### src/rtl/detector_datapath_pkg.sv
// Shared sizing and start pattern for the serial detector datapath.
package detector_datapath_pkg;

  localparam int unsigned PAT_W = 4;
  localparam logic [PAT_W-1:0] PATTERN = 4'b1101;
  localparam int unsigned PAY_W = 8;
  localparam int unsigned CNT_W = $clog2(PAY_W);
  localparam int unsigned FILL_W = $clog2(PAT_W + 1);
  localparam int unsigned DCNT_W = PAY_W;

endpackage

### src/rtl/detector_datapath_if.sv
// Strobe/status bundle between the post-controller (master) and the datapath (slave).
interface detector_datapath_if;
  import detector_datapath_pkg::*;

  logic              sin;
  logic              set_8;
  logic              en_detector;
  logic              en_counter;
  logic              load_downcounter;
  logic              en_downcounter;
  logic              w_detector;
  logic              co_counter;
  logic              co_downcounter;
  logic [PAY_W-1:0]  payload;
  logic [DCNT_W-1:0] dcount;

  modport master (
    output sin, set_8, en_detector, en_counter, load_downcounter, en_downcounter,
    input  w_detector, co_counter, co_downcounter, payload, dcount
  );

  modport slave (
    input  sin, set_8, en_detector, en_counter, load_downcounter, en_downcounter,
    output w_detector, co_counter, co_downcounter, payload, dcount
  );

endinterface

### src/rtl/detector_datapath_down_counter_sat.sv
// Loadable down-counter that stops at zero instead of wrapping; clr beats load beats en.
module detector_datapath_down_counter_sat #(
  parameter int unsigned Width = 8
) (
  input  logic             clk,
  input  logic             rst,
  input  logic             clr_i,
  input  logic             load_i,
  input  logic             en_i,
  input  logic [Width-1:0] d_i,
  output logic [Width-1:0] q_o,
  output logic             zero_o
);

  logic [Width-1:0] cnt_d, cnt_q;

  always_comb begin
    cnt_d = cnt_q;
    if (clr_i) begin
      cnt_d = '0;
    end else if (load_i) begin
      cnt_d = d_i;
    end else if (en_i && (cnt_q != '0)) begin
      cnt_d = cnt_q - Width'(1);
    end
  end

  always_ff @(posedge clk or posedge rst) begin
    if (rst) begin
      cnt_q <= '0;
    end else begin
      cnt_q <= cnt_d;
    end
  end

  assign q_o    = cnt_q;
  assign zero_o = (cnt_q == '0);

endmodule

### src/rtl/detector_datapath.sv
// Start-pattern detector, 8-bit serial payload capture and saturating down-counter.
module detector_datapath
  import detector_datapath_pkg::*;
(
  input logic                clk,
  input logic                rst,
  detector_datapath_if.slave bus
);

  logic [PAT_W-1:0]  window_d, window_q;
  logic [FILL_W-1:0] fill_d, fill_q;
  logic              w_det_d, w_det_q;
  logic              running_d, running_q;
  logic [CNT_W-1:0]  cnt_d, cnt_q;
  logic              co_cnt_d, co_cnt_q;
  logic [PAY_W-1:0]  payload_d, payload_q;
  logic              loaded_d, loaded_q;
  logic              dc_load, dc_en, dc_zero;
  logic [DCNT_W-1:0] dc_q;

  always_comb begin
    window_d  = window_q;
    fill_d    = fill_q;
    w_det_d   = w_det_q;
    running_d = running_q;
    cnt_d     = cnt_q;
    co_cnt_d  = co_cnt_q;
    payload_d = payload_q;
    loaded_d  = loaded_q;
    if (bus.set_8) begin
      window_d  = '0;
      fill_d    = '0;
      w_det_d   = 1'b0;
      running_d = 1'b0;
      cnt_d     = '0;
      co_cnt_d  = 1'b0;
      payload_d = '0;
      loaded_d  = 1'b0;
    end else if (bus.load_downcounter) begin
      loaded_d = 1'b1;
      co_cnt_d = 1'b0;
    end else if (bus.en_counter) begin
      // Arming edge samples nothing; the first payload bit lands on the next edge.
      running_d = 1'b1;
      cnt_d     = '0;
      co_cnt_d  = 1'b0;
      w_det_d   = 1'b0;
    end else begin
      if (bus.en_detector) begin
        window_d = {window_q[PAT_W-2:0], bus.sin};
        if (fill_q != FILL_W'(PAT_W)) fill_d = fill_q + FILL_W'(1);
        if ((window_d == PATTERN) && (fill_d == FILL_W'(PAT_W))) w_det_d = 1'b1;
      end
      if (running_q) begin
        payload_d = {payload_q[PAY_W-2:0], bus.sin};
        cnt_d     = cnt_q + CNT_W'(1);
        if (cnt_q == CNT_W'(PAY_W - 1)) begin
          running_d = 1'b0;
          co_cnt_d  = 1'b1;
        end
      end
    end
  end

  always_ff @(posedge clk or posedge rst) begin
    if (rst) begin
      window_q  <= '0;
      fill_q    <= '0;
      w_det_q   <= 1'b0;
      running_q <= 1'b0;
      cnt_q     <= '0;
      co_cnt_q  <= 1'b0;
      payload_q <= '0;
      loaded_q  <= 1'b0;
    end else begin
      window_q  <= window_d;
      fill_q    <= fill_d;
      w_det_q   <= w_det_d;
      running_q <= running_d;
      cnt_q     <= cnt_d;
      co_cnt_q  <= co_cnt_d;
      payload_q <= payload_d;
      loaded_q  <= loaded_d;
    end
  end

  // Decrement yields to any higher-priority strobe on the same edge.
  assign dc_load = bus.load_downcounter & ~bus.set_8;
  assign dc_en   = bus.en_downcounter & ~bus.set_8 & ~bus.load_downcounter & ~bus.en_counter;

  detector_datapath_down_counter_sat #(
    .Width (DCNT_W)
  ) u_down_counter (
    .clk    (clk),
    .rst    (rst),
    .clr_i  (bus.set_8),
    .load_i (dc_load),
    .en_i   (dc_en),
    .d_i    (payload_q),
    .q_o    (dc_q),
    .zero_o (dc_zero)
  );

  assign bus.w_detector     = w_det_q;
  assign bus.co_counter     = co_cnt_q;
  assign bus.co_downcounter = loaded_q & dc_zero;
  assign bus.payload        = payload_q;
  assign bus.dcount         = dc_q;

endmodule

### src/flat_wrapper.sv
// flat-port wrapper written by rule: the top's interface ports become plain ports
module detector_datapath_flat import detector_datapath_pkg::*;
  (clk, rst, bus_sin, bus_set_8, bus_en_detector, bus_en_counter, bus_load_downcounter, bus_en_downcounter, bus_w_detector, bus_co_counter, bus_co_downcounter, bus_payload, bus_dcount);
  detector_datapath_if bus_i ();
  input logic clk;
  input logic rst;
  input wire logic [$bits(bus_i.sin)-1:0] bus_sin;
  input wire logic [$bits(bus_i.set_8)-1:0] bus_set_8;
  input wire logic [$bits(bus_i.en_detector)-1:0] bus_en_detector;
  input wire logic [$bits(bus_i.en_counter)-1:0] bus_en_counter;
  input wire logic [$bits(bus_i.load_downcounter)-1:0] bus_load_downcounter;
  input wire logic [$bits(bus_i.en_downcounter)-1:0] bus_en_downcounter;
  output wire logic [$bits(bus_i.w_detector)-1:0] bus_w_detector;
  output wire logic [$bits(bus_i.co_counter)-1:0] bus_co_counter;
  output wire logic [$bits(bus_i.co_downcounter)-1:0] bus_co_downcounter;
  output wire logic [$bits(bus_i.payload)-1:0] bus_payload;
  output wire logic [$bits(bus_i.dcount)-1:0] bus_dcount;
  assign bus_i.sin = bus_sin;
  assign bus_i.set_8 = bus_set_8;
  assign bus_i.en_detector = bus_en_detector;
  assign bus_i.en_counter = bus_en_counter;
  assign bus_i.load_downcounter = bus_load_downcounter;
  assign bus_i.en_downcounter = bus_en_downcounter;
  assign bus_w_detector = bus_i.w_detector;
  assign bus_co_counter = bus_i.co_counter;
  assign bus_co_downcounter = bus_i.co_downcounter;
  assign bus_payload = bus_i.payload;
  assign bus_dcount = bus_i.dcount;
  detector_datapath u_core (.clk(clk), .rst(rst), .bus(bus_i));
endmodule
### config.mk
export PLATFORM = sky130hd
export DESIGN_NAME = detector_datapath_flat
export DESIGN_NICKNAME = d
export VERILOG_FILES = /design/src/rtl/detector_datapath_pkg.sv /design/src/rtl/detector_datapath_if.sv /design/src/rtl/detector_datapath_down_counter_sat.sv /design/src/rtl/detector_datapath.sv /design/src/flat_wrapper.sv
export SDC_FILE = /design/constraint.sdc
export NUM_CORES = 1
export LEC_CHECK = 0
export ABC_AREA = 0
export CORE_ASPECT_RATIO = 0.8
export CORE_MARGIN = 4
export CORE_UTILIZATION = 38
export DETAILED_ROUTE_END_ITERATION = 16
export PLACE_DENSITY = 0.59
export SLEW_MARGIN = 20
export SYNTH_ARGS = -nofsm -noshare
export SYNTH_HDL_FRONTEND = slang
export SYNTH_SLANG_ARGS = --single-unit
export TNS_END_PERCENT = 5
### constraint.sdc
create_clock -name clk -period 2.03 [get_ports clk]
set_input_delay 0.203 -clock clk [delete_from_list [all_inputs] [get_ports clk]]
set_output_delay 0.203 -clock clk [all_outputs]
set_load 0.05 [all_outputs]
==> flow_summary.json <==
{
  "die_h_um": 65.1,
  "finalSetupViolations": 0,
  "power_density_mw_per_mm2": 680,
  "maxSlewHeadroom_pct": 66.3,
  "clock-sinks": 29,
  "cp_slowest_cell": "dfrtp_1",
  "skew_ns": 0.00928,
  "drive_gt1_share_pct": 16.4,
  "holdBufCountCts": 0,
  "critPathKind": "register to primary output",
  "finalHoldViolCount": 0,
  "antenna_found_initial": 0,
  "crit_chain": "inv_1 > ha_1 > nor4b_4 > buf_4 > and3_2 > buf_12",
  "nets": 214,
  "grt.total_usage_pct": 16.6,
  "p_leak_nw": 0.891,
  "syn_nets": 176,
  "clock_latency_ns": 0.28,
  "yosysTopAreaCellShare_pct": 46.9,
  "synth_area_leaders": "dfrtp_1, nand2_1, a21oi_1",
  "grt_remaining_overflow": 0,
  "ant_nets": 0,
  "numCtsBuffers": 5,
  "row_count": 20,
  "min_period_ns": 1.94,
  "status": "finished clean",
  "die-area_sq_mm": 0.00516,
  "period_share_pct": 95.4,
  "cap_violations": 0,
  "dp_slack_ns": -0.0627,
  "drtIter0Drc": 100,
  "clock.fmax_mhz": 517,
  "endpoint_kind": "primary output",
  "postSynthCellCount": 162,
  "yosys_warnings": 0,
  "die_w_um": 79.4,
  "grt_max_degree": 30,
  "reg2reg_setup_slack_ns": 0.16,
  "grt_pass1_wl_mm": 6.55,
  "antenna_cells": 0,
  "cpPeakStageDelay_ns": 0.43,
  "hold_path.class": "input pin to async pin",
  "ys_types": 44,
  "gp_congestion": 0.859,
  "wl_per_cell_um": 14.8,
  "num_vias": 1321,
  "drc_errors": 0,
  "hpwlAfterDp_mm": 2.66,
  "clkTransAtPathRegs_ns": 0.07,
  "synth_edf_count": 0,
  "yosys_most_used_dff": "dfrtp_1",
  "grt_pass1_vias": 1325,
  "cts_root_buf": "clkbuf_8",
  "clk_path_buf_depth": 2,
  "synth_seq_cells": 29,
  "yosys.area.top_type": "dfrtp_1",
  "numPortBuffers": 26,
  "syn2layout_area_growth_pct": 35.1,
  "cp_data_arrival_time_ns": 1.73,
  "start_util_pct": 40.2,
  "reg2reg_to": "u_core.u_down_counter.q_o[4]$_DFFE_PP0P_",
  "r2r_cells": 8,
  "layout_setup_ws_ns": 0.0940,
  "r2r-start": "u_core.u_down_counter.q_o[1]$_DFFE_PP0P_",
  "via_per_inst": 5.16,
  "cp-start-kind": "register",
  "vdd_drop_max_uv": 335,
  "synthArstFlopShare_pct": 100,
  "rsz0062_at_grt": "false",
  "layout_commonest_cell": "dfrtp_1",
  "pin_count": 27,
  "cts_tree": "yes",
  "whs_ns": 0.293,
  "synth_seq_area_share_pct": 46.9,
  "htree_levels": 2,
  "core-area_sq_mm": 0.00385,
  "slew_viol_final": 0,
  "final_cell_mix": "dfrtp_1, clkdlybuf4s50_1, nand2_1",
  "crit_fanout": 6,
  "critPathRequiredTime_ns": 1.83,
  "totalWireLength_mm": 3.80,
  "syn_avg_cell_area_sq_um": 9.55,
  "worst_pin_slew_ns": 0.503,
  "first_pass_iters": 4,
  "synth_area_sq_mm": 0.00155
}
Yosys cell counts (all sizes together) (2+ instances only):
cell	number
and3	2
mux2i	3
nor3	2
xnor2	4
a211oi	3
o21ai	7
buf	2
nor4	6
a22oi	2
inv	9
dfrtp	29
nand2	24
nand3	3
clkbuf	6
a2111oi	2
ha	6
a21oi	17
nor2	15
nor4b	2
layer usage:
| metal | part of all wire, % | track usage (%) | up-vias |
|---|---|---|---|
| li1 | - | - | 653 |
| met1 | 51 | 23.2 | 637 |
| met2 | 44 | 24.5 | 25 |
| met3 | 3.4 | 4.44 | 6 |
| met4 | 1.4 | 6.44 | 0 |
| met5 | 0 | 0 | - |
flip-flops by register name, indices dropped and copies added (netlist names):
name,flops
u_core.running_q,1
u_core.bus.co_counter,1
u_core.loaded_q,1
u_core.window_q,3
u_core.bus.w_detector,1
u_core.cnt_q,3
u_core.fill_q,3
u_core.bus.payload,8
u_core.u_down_counter.q_o,8
cell families (layout without fill, tap and decap cells):
kind of cell | count (synthesis) | in the layout | share of synthesized area, %
XOR/XNOR | 4 | 4 | 2.26
AO/OA/AOI/OAI | 39 | 39 | 17.4
buffers and inverters | 17 | 56 | 4.61
adder cells (fa/ha/maj) | 6 | 6 | 4.85
flip-flops | 29 | 29 | 46.9
multiplexers | 3 | 3 | 1.94
AND/OR/NAND/NOR | 64 | 64 | 22.1
how the worst max path moves through the flow:
stage / from / cells past startpoint / end / slack, ns
2_1_floorplan: u_core.u_down_counter.q_o[1]$_DFFE_PP0P_ / 6 / u_core.u_down_counter.q_o[1]$_DFFE_PP0P_ / 0.07
6_report: u_core.u_down_counter.q_o[1]$_DFFE_PP0P_ / 6 / bus_co_downcounter / 0.09
3_5_place_dp: bus_set_8 / 5 / u_core.u_down_counter.q_o[5]$_DFFE_PP0P_ / -0.06
5_1_grt: u_core.u_down_counter.q_o[1]$_DFFE_PP0P_ / 6 / bus_co_downcounter / 0.02
4_1_cts: u_core.u_down_counter.q_o[4]$_DFFE_PP0P_ / 3 / bus_co_downcounter / 0.01
3_3_place_gp: bus_set_8 / 5 / u_core.u_down_counter.q_o[5]$_DFFE_PP0P_ / -0.03
critical path: cells and delay by family (launching register included):
family	cells	cell delay [ns]
simple gates	2	0.40
buf+inv	3	0.43
flops	1	0.43
fa+ha+maj	1	0.19
what timing repair did:
item	in CTS	in global routing
gates resized for setup	0	2
endpoints found under the setup margin	0	2
setup buffers	0	1
where the power goes:
part | leakage (nW) | total (mW) | internal [mW] | switching [mW]
logic | 0.434 | 0.195 | 0.0793 | 0.116
registers | 0.399 | 0.606 | 0.589 | 0.0169
clock network | 0.0585 | 0.621 | 0.400 | 0.221
total | 0.891 | 1.42 | 1.07 | 0.354
cell type report:
type | instances | area, sq um
clock buffer | 7 | 86.3
clock inverter | 1 | 30.0
sequential | 29 | 726
inverter | 9 | 33.8
timing repair buffer | 39 | 368
tap | 55 | 68.8
multi-input combinational | 116 | 778
fill | 373 | 1760
per-stage QoR:
step           std cells  util [%]  TNS (ns)  cell area (sq um)  power (mW)
2_1_floorplan        162         -         0               1560       0.727
4_1_cts              255      53.6         0               2070        1.43
3_5_place_dp         247      50.6    -0.224               1950       0.805
5_1_grt              256      54.3         0               2090        1.48
6_report             256      54.3         0               2090        1.42
3_3_place_gp         247      50.6   -0.0427               1950       0.802
Power figures use the tool's default switching activity.
